===== config.mk =====
export PLATFORM = sky130hd
export DESIGN_NAME = bus_arb_ctrl
export DESIGN_NICKNAME = d
export VERILOG_FILES = /design/src/rtl/bus_arb_pkg.sv /design/src/rtl/bus_arb_ctrl_rr_arbiter.sv /design/src/rtl/bus_arb_ctrl.sv
export SDC_FILE = /design/constraint.sdc
export NUM_CORES = 1
export LEC_CHECK = 0
export CAP_MARGIN = 5
export CORE_MARGIN = 2
export CORE_UTILIZATION = 42
export DETAILED_ROUTE_END_ITERATION = 8
export HOLD_SLACK_MARGIN = 0.08
export PLACE_DENSITY = 0.87
export SLEW_MARGIN = 20
export SYNTH_ARGS = -nofsm -noshare
export SYNTH_HDL_FRONTEND = slang
export SYNTH_SLANG_ARGS = --single-unit
export TNS_END_PERCENT = 30

===== constraint.sdc =====
create_clock -name clock -period 5.35 [get_ports clock]
set_input_delay 0.535 -clock clock [delete_from_list [all_inputs] [get_ports clock]]
set_output_delay 0.535 -clock clock [all_outputs]
set_load 0.1 [all_outputs]

===== src/rtl/bus_arb_pkg.sv =====
// Shared definitions for the bus arbiter controller: FSM state encoding,
// destination-field width and the broadcast destination ID.
package bus_arb_pkg;

    typedef enum logic [1:0] {
        IDLE = 2'd0,
        POP  = 2'd1,
        PUSH = 2'd2
    } state_t;

    localparam int          DEST_W   = 8;
    localparam logic [7:0]  BCAST_ID = 8'hFF;

endpackage


===== src/rtl/bus_arb_ctrl_rr_arbiter.sv =====
// Combinational round-robin arbiter. The search starts at last_grant+1 and
// wraps modulo n_req, so the most recently served requester has the lowest
// priority.
module rr_arbiter #(
    parameter int n_req = 4,
    parameter int idx_w = (n_req > 1) ? $clog2(n_req) : 1
) (
    input  logic [n_req-1:0] req,
    input  logic [idx_w-1:0] last_grant,
    output logic [idx_w-1:0] gnt_idx,
    output logic             gnt_valid
);

    logic [idx_w-1:0] cand;

    // Walk the request vector once around the ring; the first hit wins.
    always_comb begin
        gnt_idx   = '0;
        gnt_valid = 1'b0;
        cand      = last_grant;
        for (int k = 0; k < n_req; k++) begin
            cand = (cand == idx_w'(n_req - 1)) ? '0 : cand + idx_w'(1);
            if (req[cand] && !gnt_valid) begin
                gnt_idx   = cand;
                gnt_valid = 1'b1;
            end
        end
    end

endmodule


===== src/rtl/bus_arb_ctrl.sv =====
// Bus arbiter controller: moves one packet at a time from a requesting
// device's FIFO head to the destination device(s).
// Optional feature: define BUS_ARB_BCAST_EN to deliver destination 8'hFF to
// every device except the source; otherwise 8'hFF is dropped like any other
// out-of-range destination.
//
// state | meaning
// ------+-------------------------------------------------------------
// IDLE  | waiting for any pndng; round-robin pick of the next winner
// POP   | pop[winner] high; winner's head packet captured at cycle end
// PUSH  | captured packet on D_push, push[dest] high; last_grant updated
module bus_arb_ctrl #(
    parameter int pckg_sz = 16,
    parameter int drvrs   = 4
) (
    input  logic                       clock,
    input  logic                       reset,
    input  logic [drvrs-1:0]           pndng,
    input  logic [drvrs*pckg_sz-1:0]   D_pop,
    output logic [drvrs-1:0]           pop,
    output logic [drvrs-1:0]           push,
    output logic [drvrs*pckg_sz-1:0]   D_push,
    output logic                       busy,
    output logic [15:0]                drop_cnt
);

    import bus_arb_pkg::*;

    localparam int IW = $clog2(drvrs);

    state_t              state, state_nxt;
    logic [IW-1:0]       winner, winner_nxt;
    logic [IW-1:0]       last_grant, last_grant_nxt;
    logic [IW-1:0]       gnt_idx;
    logic                gnt_valid;
    logic [pckg_sz-1:0]  head_pkt;
    logic [DEST_W-1:0]   dest;
    logic [drvrs-1:0]    pop_nxt;
    logic [drvrs-1:0]    push_nxt;
    logic                pkt_load;
    logic                drop_inc;

    rr_arbiter #(
        .n_req (drvrs),
        .idx_w (IW)
    ) u_rr_arbiter (
        .req        (pndng),
        .last_grant (last_grant),
        .gnt_idx    (gnt_idx),
        .gnt_valid  (gnt_valid)
    );

    // Select the winner's head-of-FIFO packet; only meaningful in POP.
    always_comb begin
        head_pkt = '0;
        for (int k = 0; k < drvrs; k++) begin
            if (winner == IW'(k)) begin
                head_pkt = D_pop[k*pckg_sz +: pckg_sz];
            end
        end
    end

    assign dest = head_pkt[pckg_sz-1 -: DEST_W];

    // Next-state and next-output decode; every output is loaded into a flop.
    always_comb begin
        state_nxt      = state;
        winner_nxt     = winner;
        last_grant_nxt = last_grant;
        pop_nxt        = '0;
        push_nxt       = '0;
        pkt_load       = 1'b0;
        drop_inc       = 1'b0;
        case (state)
            IDLE: begin
                if (gnt_valid) begin
                    state_nxt        = POP;
                    winner_nxt       = gnt_idx;
                    pop_nxt[gnt_idx] = 1'b1;
                end
            end
            POP: begin
                // Winner is frozen here, so later pndng changes cannot
                // disturb the transaction already decided.
                state_nxt = PUSH;
                pkt_load  = 1'b1;
`ifdef BUS_ARB_BCAST_EN
                if (dest == BCAST_ID) begin
                    push_nxt         = '1;
                    push_nxt[winner] = 1'b0;
                end else if (dest < DEST_W'(drvrs)) begin
                    push_nxt[dest[IW-1:0]] = 1'b1;
                end else begin
                    drop_inc = 1'b1;
                end
`else
                if (dest < DEST_W'(drvrs)) begin
                    push_nxt[dest[IW-1:0]] = 1'b1;
                end else begin
                    drop_inc = 1'b1;
                end
`endif
            end
            PUSH: begin
                state_nxt      = IDLE;
                last_grant_nxt = winner;
            end
            default: begin
                state_nxt = IDLE;
            end
        endcase
    end

    // FSM state register.
    always_ff @(posedge clock) begin
        if (reset) begin
            state <= IDLE;
        end else begin
            state <= state_nxt;
        end
    end

    // Registered outputs, winner and round-robin pointer.
    always_ff @(posedge clock) begin
        if (reset) begin
            pop        <= '0;
            push       <= '0;
            busy       <= 1'b0;
            winner     <= '0;
            last_grant <= IW'(drvrs - 1);
        end else begin
            pop        <= pop_nxt;
            push       <= push_nxt;
            busy       <= (state_nxt != IDLE);
            winner     <= winner_nxt;
            last_grant <= last_grant_nxt;
        end
    end

    // Packet register: the same packet is presented to every device.
    always_ff @(posedge clock) begin
        if (reset) begin
            D_push <= '0;
        end else if (pkt_load) begin
            D_push <= {drvrs{head_pkt}};
        end
    end

    // Saturating count of packets with an undeliverable destination.
    always_ff @(posedge clock) begin
        if (reset) begin
            drop_cnt <= '0;
        end else if (drop_inc && (drop_cnt != 16'hFFFF)) begin
            drop_cnt <= drop_cnt + 16'd1;
        end
    end

endmodule


==> flow_metrics.py, run 1 <==
metrics = {
    "run_status": {
        "run_status": "complete, no violations",
    },
    "global_route": {
        "antenna_violations_before_repair": 0,
        "met3_grt_util_pct": 4.427,
        "first_pass_grt_wire_length_um": 11960,
        "first_global_vias": 2387,
        "groute.layer.met1.usage_pct": 25.63,
        "aggregate_global_route_resource_usage_pct": 20.56,
        "gr-max-usage-layer": "met2",
        "grt_start_max_net_pins": 47,
        "grtUsageMet2_pct": 36.29,
        "grt_overflow_total": 0,
    },
    "detailed_routing": {
        "ant_nets": 0,
        "drt-vias-per-instance": 5.336,
        "initialDrtViolationCount": 124,
        "post_drt_wl_per_cell_um": 16.28,
        "drt_wl_total_um": 7894,
        "number_of_detailed_route_iterations_in_the_first_pass": 4,
        "detailroute.via_count": 2588,
        "drt_drc_violations_left": 0,
    },
    "cells_and_area": {
        "multi_input_area_sq_um": 1385,
        "finish.instance_area_sq_um": 4146,
        "area_delta_synth_final_pct": 48.54,
        "antenna_cells_inserted": 0,
        "regArea_sq_um": 940.9,
        "drive_gt1_share_pct": 8.824,
        "final_net_count": 479,
        "filler_cell_count": 528,
    },
    "setup_path": {
        "cp_data_required_time_ps": 5540,
        "crit_arrival_ps": 3330,
        "worst-path-max-fanout": 27,
        "worst_setup_path_start_kind": "flop",
        "timing.rr.start": "winner[0]",
        "ff2ff_path_depth": 6,
        "timing.critical_path.to_type": "flop",
        "timing.rr.end": "drop_cnt[8]",
        "timing.reg2reg.setup_slack_ps": 2210,
        "criticalPathCategory": "flop to flop",
    },
    "clock_network": {
        "cts.reportedPaths.clkPinSlew_ps": 100,
        "postCtsHoldBufs": 0,
        "postCtsSetupRepairBufs": 0,
        "h-tree-depth": 2,
        "cts_root_buffer": "sky130_fd_sc_hd__clkbuf_8",
        "clk_path_buf_depth": 2,
        "clock_latency_reported_for_the_late_side_of_the_worst_skew_pair_ps": 300,
        "postCtsResizedCells": 0,
        "tritoncts.num_buffers": 5,
        "clock_sinks": 47,
        "cts_tree": "yes",
    },
    "floorplanning": {
        "initial_core_util_pct": 43.71,
        "die_width_um": 85.53,
        "dieArea_sq_um": 7315,
        "std_cell_rows": 29,
        "dieHeight_um": 85.53,
        "pin_count": 159,
        "placeableCoreArea_sq_um": 6386,
    },
    "placed_design": {
        "placedInstanceArea_sq_um": 4030,
        "detailedPlacementHpwl_um": 5965,
        "pre_cts_ws_ps": 2202,
        "place_congestion": 0.7905,
        "io_buffer_count": 158,
    },
    "timing": {
        "timing.final.hold_violations": 0,
        "timing.max_slew.rel_slack_pct": 32.55,
        "tns_ps": 0,
        "setup_repair_after_global_routing_missed_its_margin": "no",
        "timing.final.crit_period_ps": 3139,
        "part_of_the_cycle_the_worst_path_needs_pct": 58.68,
        "drv_slew": 0,
        "clock-skew-final_ps": 9.499,
        "finalWorstSetupSlack_ps": 2211,
        "max_slew.worst_pin.slew_ps": 1009,
        "setup_violations": 0,
        "fmax_mhz": 318.5,
    },
    "synthesis": {
        "post_synth_num_cell_types": 46,
        "postSynthRegisterBits": 47,
        "netlist_area_sq_um": 2791,
        "postSynthNetCount": 377,
        "synth_sequential_area_ratio_pct": 33.71,
        "top_flip_flop_cell_by_instance_count_after_synthesis": "sky130_fd_sc_hd__dfxtp_1",
        "synth-edff-count": 0,
        "synth-async-reset-ratio_pct": 0,
        "synthesis.yosys.warnings": 0,
        "syn-mean-instance-area_sq_um": 9.152,
        "synthesis.instances": 305,
    },
    "power_and_ir_drop": {
        "leakage_nw": 1.456,
        "vdd_drop_max_mv": 0.2439,
        "powerDensity_nw_per_um2": 297.2,
    },
    "worst_hold_path": {
        "timing.hold.worst.class": "flop to flop",
        "whs_endpoint": "D_push[49]",
        "holdCritStartpoint": "D_push[49]",
        "timing.hold.worst_path_depth": 2,
    },
    "flow_run": {
        "maxcap_viol_count": 0,
    },
}
==> flip-flops by register name, summed over array words and instances, names as in the netlist <==
| signal | cells |
|---|---|
| winner | 2 |
| pop | 4 |
| busy | 1 |
| push | 4 |
| drop_cnt | 16 |
| state | 2 |
| D_push | 16 |
| last_grant | 2 |
==> cells by family (layout without fill, tap and decap cells) <==
kind of cell               count (synthesis)  in the layout  share of synthesized area (%)
adders and majority gates                  2              2                         0.8963
and+or+nand+nor                          113            113                          21.60
buffers and inverters                     67            170                          16.76
muxes                                     23             23                          15.60
AOI/OAI and AO/OA                         53             53                          11.43
DFF                                       47             47                          33.71
==> report_power, final <==
part	leakage, nW	switching, mW	internal [mW]
sequential	0.382	0.0265	0.368
combinational	1.01	0.403	0.164
clock	0.0587	0.129	0.142
total	1.46	0.559	0.674
==> cells in the final DEF, fill, tap and decap left out, drive strengths merged, types with 2 or more instances in the layout <==
master / synthesis / layout
clkdlybuf4s50: 0 / 158
dfxtp: 47 / 47
nand2: 40 / 40
a21oi: 29 / 29
mux4: 16 / 16
nor2: 16 / 16
or4: 7 / 7
o31ai: 7 / 7
and3: 6 / 6
nor2b: 6 / 6
nand2b: 5 / 5
nand3: 5 / 5
o21ai: 5 / 5
clkbuf: 10 / 5
and4: 4 / 4
nand4: 4 / 4
nor3: 4 / 4
or3: 4 / 4
mux2: 4 / 4
and2: 3 / 3
nor4: 3 / 3
mux2i: 3 / 3
buf: 56 / 3
o211ai: 2 / 2
o21bai: 2 / 2
nor3b: 2 / 2
ha: 2 / 2
inv: 1 / 2
==> critical path: stages (launching register included) <==
cell,delay (ps)
sky130_fd_sc_hd__dfxtp_1,820
sky130_fd_sc_hd__buf_4,300
sky130_fd_sc_hd__mux4_2,520
sky130_fd_sc_hd__nor2_1,150
sky130_fd_sc_hd__and3_1,730
sky130_fd_sc_hd__nor3_1,150
sky130_fd_sc_hd__mux2_1,340
==> metal layers <==
layer,share of wire [%],routed length [um]
met1,40,3125
met5,0,0
met2,53,4164
met4,1.2,93
met3,6.5,511
==> cells in the mapped netlist, types with 2 or more instances <==
cell                        n  share of area, %
sky130_fd_sc_hd__a21oi_1   29               5.2
sky130_fd_sc_hd__and2_1     3              0.67
sky130_fd_sc_hd__and3_1     6               1.3
sky130_fd_sc_hd__and4_1     4               1.3
sky130_fd_sc_hd__buf_1      2              0.27
sky130_fd_sc_hd__buf_2      2              0.36
sky130_fd_sc_hd__buf_4     48                13
sky130_fd_sc_hd__buf_6      3               1.2
sky130_fd_sc_hd__clkbuf_1  10               1.3
sky130_fd_sc_hd__dfxtp_1   47                34
sky130_fd_sc_hd__ha_1       2              0.90
sky130_fd_sc_hd__mux2_1     2              0.81
sky130_fd_sc_hd__mux2_2     2              0.81
sky130_fd_sc_hd__mux2i_1    3               1.1
sky130_fd_sc_hd__mux4_2    16                13
sky130_fd_sc_hd__nand2_1   39               5.2
sky130_fd_sc_hd__nand2b_1   5               1.1
sky130_fd_sc_hd__nand3_1    5              0.90
sky130_fd_sc_hd__nand4_1    4              0.90
sky130_fd_sc_hd__nor2_1    15               2.0
sky130_fd_sc_hd__nor2b_1    6               1.3
sky130_fd_sc_hd__nor3_1     4              0.72
sky130_fd_sc_hd__nor3b_2    2              0.90
sky130_fd_sc_hd__nor4_1     3              0.67
sky130_fd_sc_hd__o211ai_1   2              0.54
sky130_fd_sc_hd__o21ai_0    5              0.90
sky130_fd_sc_hd__o21bai_1   2              0.54
sky130_fd_sc_hd__o31ai_1    7               1.9
sky130_fd_sc_hd__or3_1      4              0.90
sky130_fd_sc_hd__or4_1      7               1.9
==> worst max path at each step <==
stage,cells past startpoint,end,slack [ps],startpoint
after floorplan,7,drop_cnt[3],2790,drop_cnt[0]
after global placement,6,drop_cnt[8],2260,winner[0]
after detailed placement,6,drop_cnt[8],2200,winner[0]
after CTS,6,drop_cnt[10],2160,winner[0]
after global routing,6,drop_cnt[10],1890,winner[0]
final,6,drop_cnt[8],2210,winner[0]
==> area by class of cell <==
type	instances	area share [%]
inverter	1	0.09052
clock buffer	5	1.660
timing repair buffer	161	38.68
clock inverter	3	1.147
tap	77	2.323
sequential	47	22.69
multi-input combinational	191	33.40
==> stage by stage <==
step	util, %	cells	total power [mW]	hold WS, ps
floorplan	-	305	0.8568	453.5
global placement	63.11	477	0.9642	471.9
detailed placement	63.11	477	0.9709	485.1
CTS	64.93	485	1.241	502.2
global route	64.93	485	1.279	525.0
finish	64.93	485	1.232	503.5
Note: power is estimated with default switching activity, not from simulation.
==> inputs of run 2 (changes only) <==
--- a/config.mk
+++ b/config.mk
@@ -7,10 +7,10 @@
 export LEC_CHECK = 0
 export CAP_MARGIN = 5
 export CORE_MARGIN = 2
-export CORE_UTILIZATION = 42
+export CORE_UTILIZATION = 39
 export DETAILED_ROUTE_END_ITERATION = 8
 export HOLD_SLACK_MARGIN = 0.08
-export PLACE_DENSITY = 0.87
+export PLACE_DENSITY = 0.82
 export SLEW_MARGIN = 20
 export SYNTH_ARGS = -nofsm -noshare
 export SYNTH_HDL_FRONTEND = slang
==> constraint.sdc (replaced) <==
create_clock -name clock -period 2.9 [get_ports clock]
set_input_delay 0.29 -clock clock [delete_from_list [all_inputs] [get_ports clock]]
set_output_delay 0.29 -clock clock [all_outputs]
set_load 0.1 [all_outputs]
==> run 2 against run 1 <==
  * Critical path type unchanged
  * Sequential cell count did not move
  * Largest power group unchanged
  * Total power rose by 78%
  * Non-clock buffer count rose by 6
  * Clock skew fell by 1.5 ps
  * Worst hold slack barely moved
  * Critical endpoint is now drop_cnt[2]
  * Register-to-register slack got worse by 1700 ps
==> flow_metrics.py, run 2 (same netlist as run 1, synthesis figures left out) <==
metrics = {
    "run_status": {
        "run_status": "complete, no violations",
    },
    "cells_and_area": {
        "final_net_count": 485,
        "reg.largest.list": "D_push (16), drop_cnt (16)",
        "layout.cells.most_common_list": "98 x sky130_fd_sc_hd__buf_4, 68 x sky130_fd_sc_hd__clkdlybuf4s50_1, 47 x sky130_fd_sc_hd__dfxtp_1",
        "mostFrequentLayoutCell": "sky130_fd_sc_hd__buf_4",
        "drive_gt1_share_pct": 31.88,
        "antenna_cells_inserted": 0,
        "area_delta_synth_final_pct": 42.22,
        "final_instance_count_without_filler_cells": 510,
    },
    "timing": {
        "max_slew.worst_pin.slew_ps": 833.8,
        "timing.final.hold_violations": 0,
        "tns_ps": 0,
        "drv_slew": 0,
        "setup_violations": 0,
        "clock-skew-final_ps": 8.047,
        "fmax_mhz": 420.0,
        "timing.hold.ws_ps": 503.3,
        "timing.final.crit_period_ps": 2381,
        "setup_repair_after_global_routing_missed_its_margin": "no",
        "timing.max_slew.rel_slack_pct": 44.41,
        "part_of_the_cycle_the_worst_path_needs_pct": 82.09,
    },
    "floorplanning": {
        "dieArea_sq_um": 7850,
        "dieHeight_um": 88.60,
        "die_width_um": 88.60,
        "std_cell_rows": 30,
        "initial_core_util_pct": 40.64,
        "pin_count": 159,
        "placeableCoreArea_sq_um": 6869,
    },
    "setup_path": {
        "worst-path-max-fanout": 12,
        "worst_setup_path_start_kind": "flop",
        "timing.critical_path.to_type": "flop",
        "cp_data_required_time_ps": 3130,
        "timing.reg2reg.setup_slack_ps": 520,
        "crit_arrival_ps": 2610,
        "criticalPathCategory": "flop to flop",
    },
    "detailed_routing": {
        "route.met3.wl_um": 544,
        "met2_length_um": 4101,
        "drt-vias-per-instance": 5.175,
        "drt_drc_violations_left": 0,
        "ant_nets": 0,
        "route.layer.met1.wl_um": 3314,
        "number_of_detailed_route_iterations_in_the_first_pass": 4,
        "initialDrtViolationCount": 94,
        "post_drt_wl_per_cell_um": 15.76,
        "detailroute.via_count": 2639,
        "drt_wl_total_um": 8037,
        "top_layer": "met4",
    },
    "placed_design": {
        "detailedPlacementHpwl_um": 6192,
        "io_buffer_count": 158,
        "place_congestion": 0.8953,
        "placed_cells": 502,
    },
    "flow_run": {
        "maxcap_viol_count": 0,
    },
    "clock_network": {
        "postCtsHoldBufs": 0,
        "clk_path_buf_depth": 2,
        "h-tree-depth": 2,
        "tritoncts.num_buffers": 5,
        "clock_latency_reported_for_the_late_side_of_the_worst_skew_pair_ps": 310,
        "clock_sinks": 47,
        "postCtsResizedCells": 0,
        "postCtsSetupRepairBufs": 0,
        "cts.reportedPaths.clkPinSlew_ps": 100,
        "cts_tree": "yes",
        "cts_root_buffer": "sky130_fd_sc_hd__clkbuf_8",
    },
    "global_route": {
        "grt_overflow_total": 0,
        "antenna_violations_before_repair": 0,
        "aggregate_global_route_resource_usage_pct": 18.79,
        "first_pass_grt_wire_length_um": 11450,
        "grt_start_max_net_pins": 47,
        "first_global_vias": 2376,
    },
    "power_and_ir_drop": {
        "vdd_drop_max_mv": 0.2508,
        "power_mw": 2.189,
        "leakage_nw": 1.645,
        "powerDensity_nw_per_um2": 551.4,
    },
    "worst_hold_path": {
        "timing.hold.worst.class": "flop to flop",
    },
}
[run 2: changes by cell type in the layout (fill, tap and decap cells not counted), sizes merged]
cell           change
clkinvlp           +1
clkbuf             +1
bufinv             -1
buf               +96
clkdlybuf4s50     -90
inv                -1
[run 2: worst paths after layout]
kind / from / endpoint / cells past startpoint
setup / recovery: winner[1] / drop_cnt[2] / 6
hold / removal: last_grant[1] / last_grant[1] / 2
setup reg to reg: winner[1] / drop_cnt[2] / 6
hold reg to reg: last_grant[1] / last_grant[1] / 2
[run 2: area by class of cell]
cell class / instances / area, sq um
flip-flops and latches: 47 / 940.9
repair buffers: 167 / 1421
fillers: 615 / 2899
well taps: 96 / 120.1
multi-input cells: 191 / 1385
clock buffers: 6 / 82.58
inverters: 1 / 3.754
clock inverters: 2 / 16.27
[run 2: power breakdown]
| group | total (mW) | internal (mW) | switching, mW |
|---|---|---|---|
| registers | 0.721 | 0.678 | 0.0430 |
| clock network | 0.429 | 0.195 | 0.234 |
| logic | 1.04 | 0.280 | 0.758 |
| total | 2.19 | 1.15 | 1.04 |
[run 2: per-layer routing]
metal | vias up | GRT usage, %
li1 | 1263 | -
met1 | 1248 | 24.29
met2 | 122 | 32.60
met3 | 6 | 3.358
met4 | 0 | 4.683
met5 | - | 0
[run 2: metrics by stage]
step                instance area [sq um]  setup WS [ps]  utilization, %
floorplan                            2791          341.2               -
global placement                     3871          559.0           56.36
detailed placement                   3871          542.9           56.36
CTS                                  3970          528.1           57.80
global route                         3970          338.9           57.80
finish                               3970          519.3           57.80
[run 2: critical path, cell delays in order (launching register included)]
cell and delay, ps:
sky130_fd_sc_hd__dfxtp_1 730, sky130_fd_sc_hd__mux4_2 380, sky130_fd_sc_hd__nor2_2 50, sky130_fd_sc_hd__and3_1 280, sky130_fd_sc_hd__buf_4 210, sky130_fd_sc_hd__or4_1 500, sky130_fd_sc_hd__a21oi_1 150
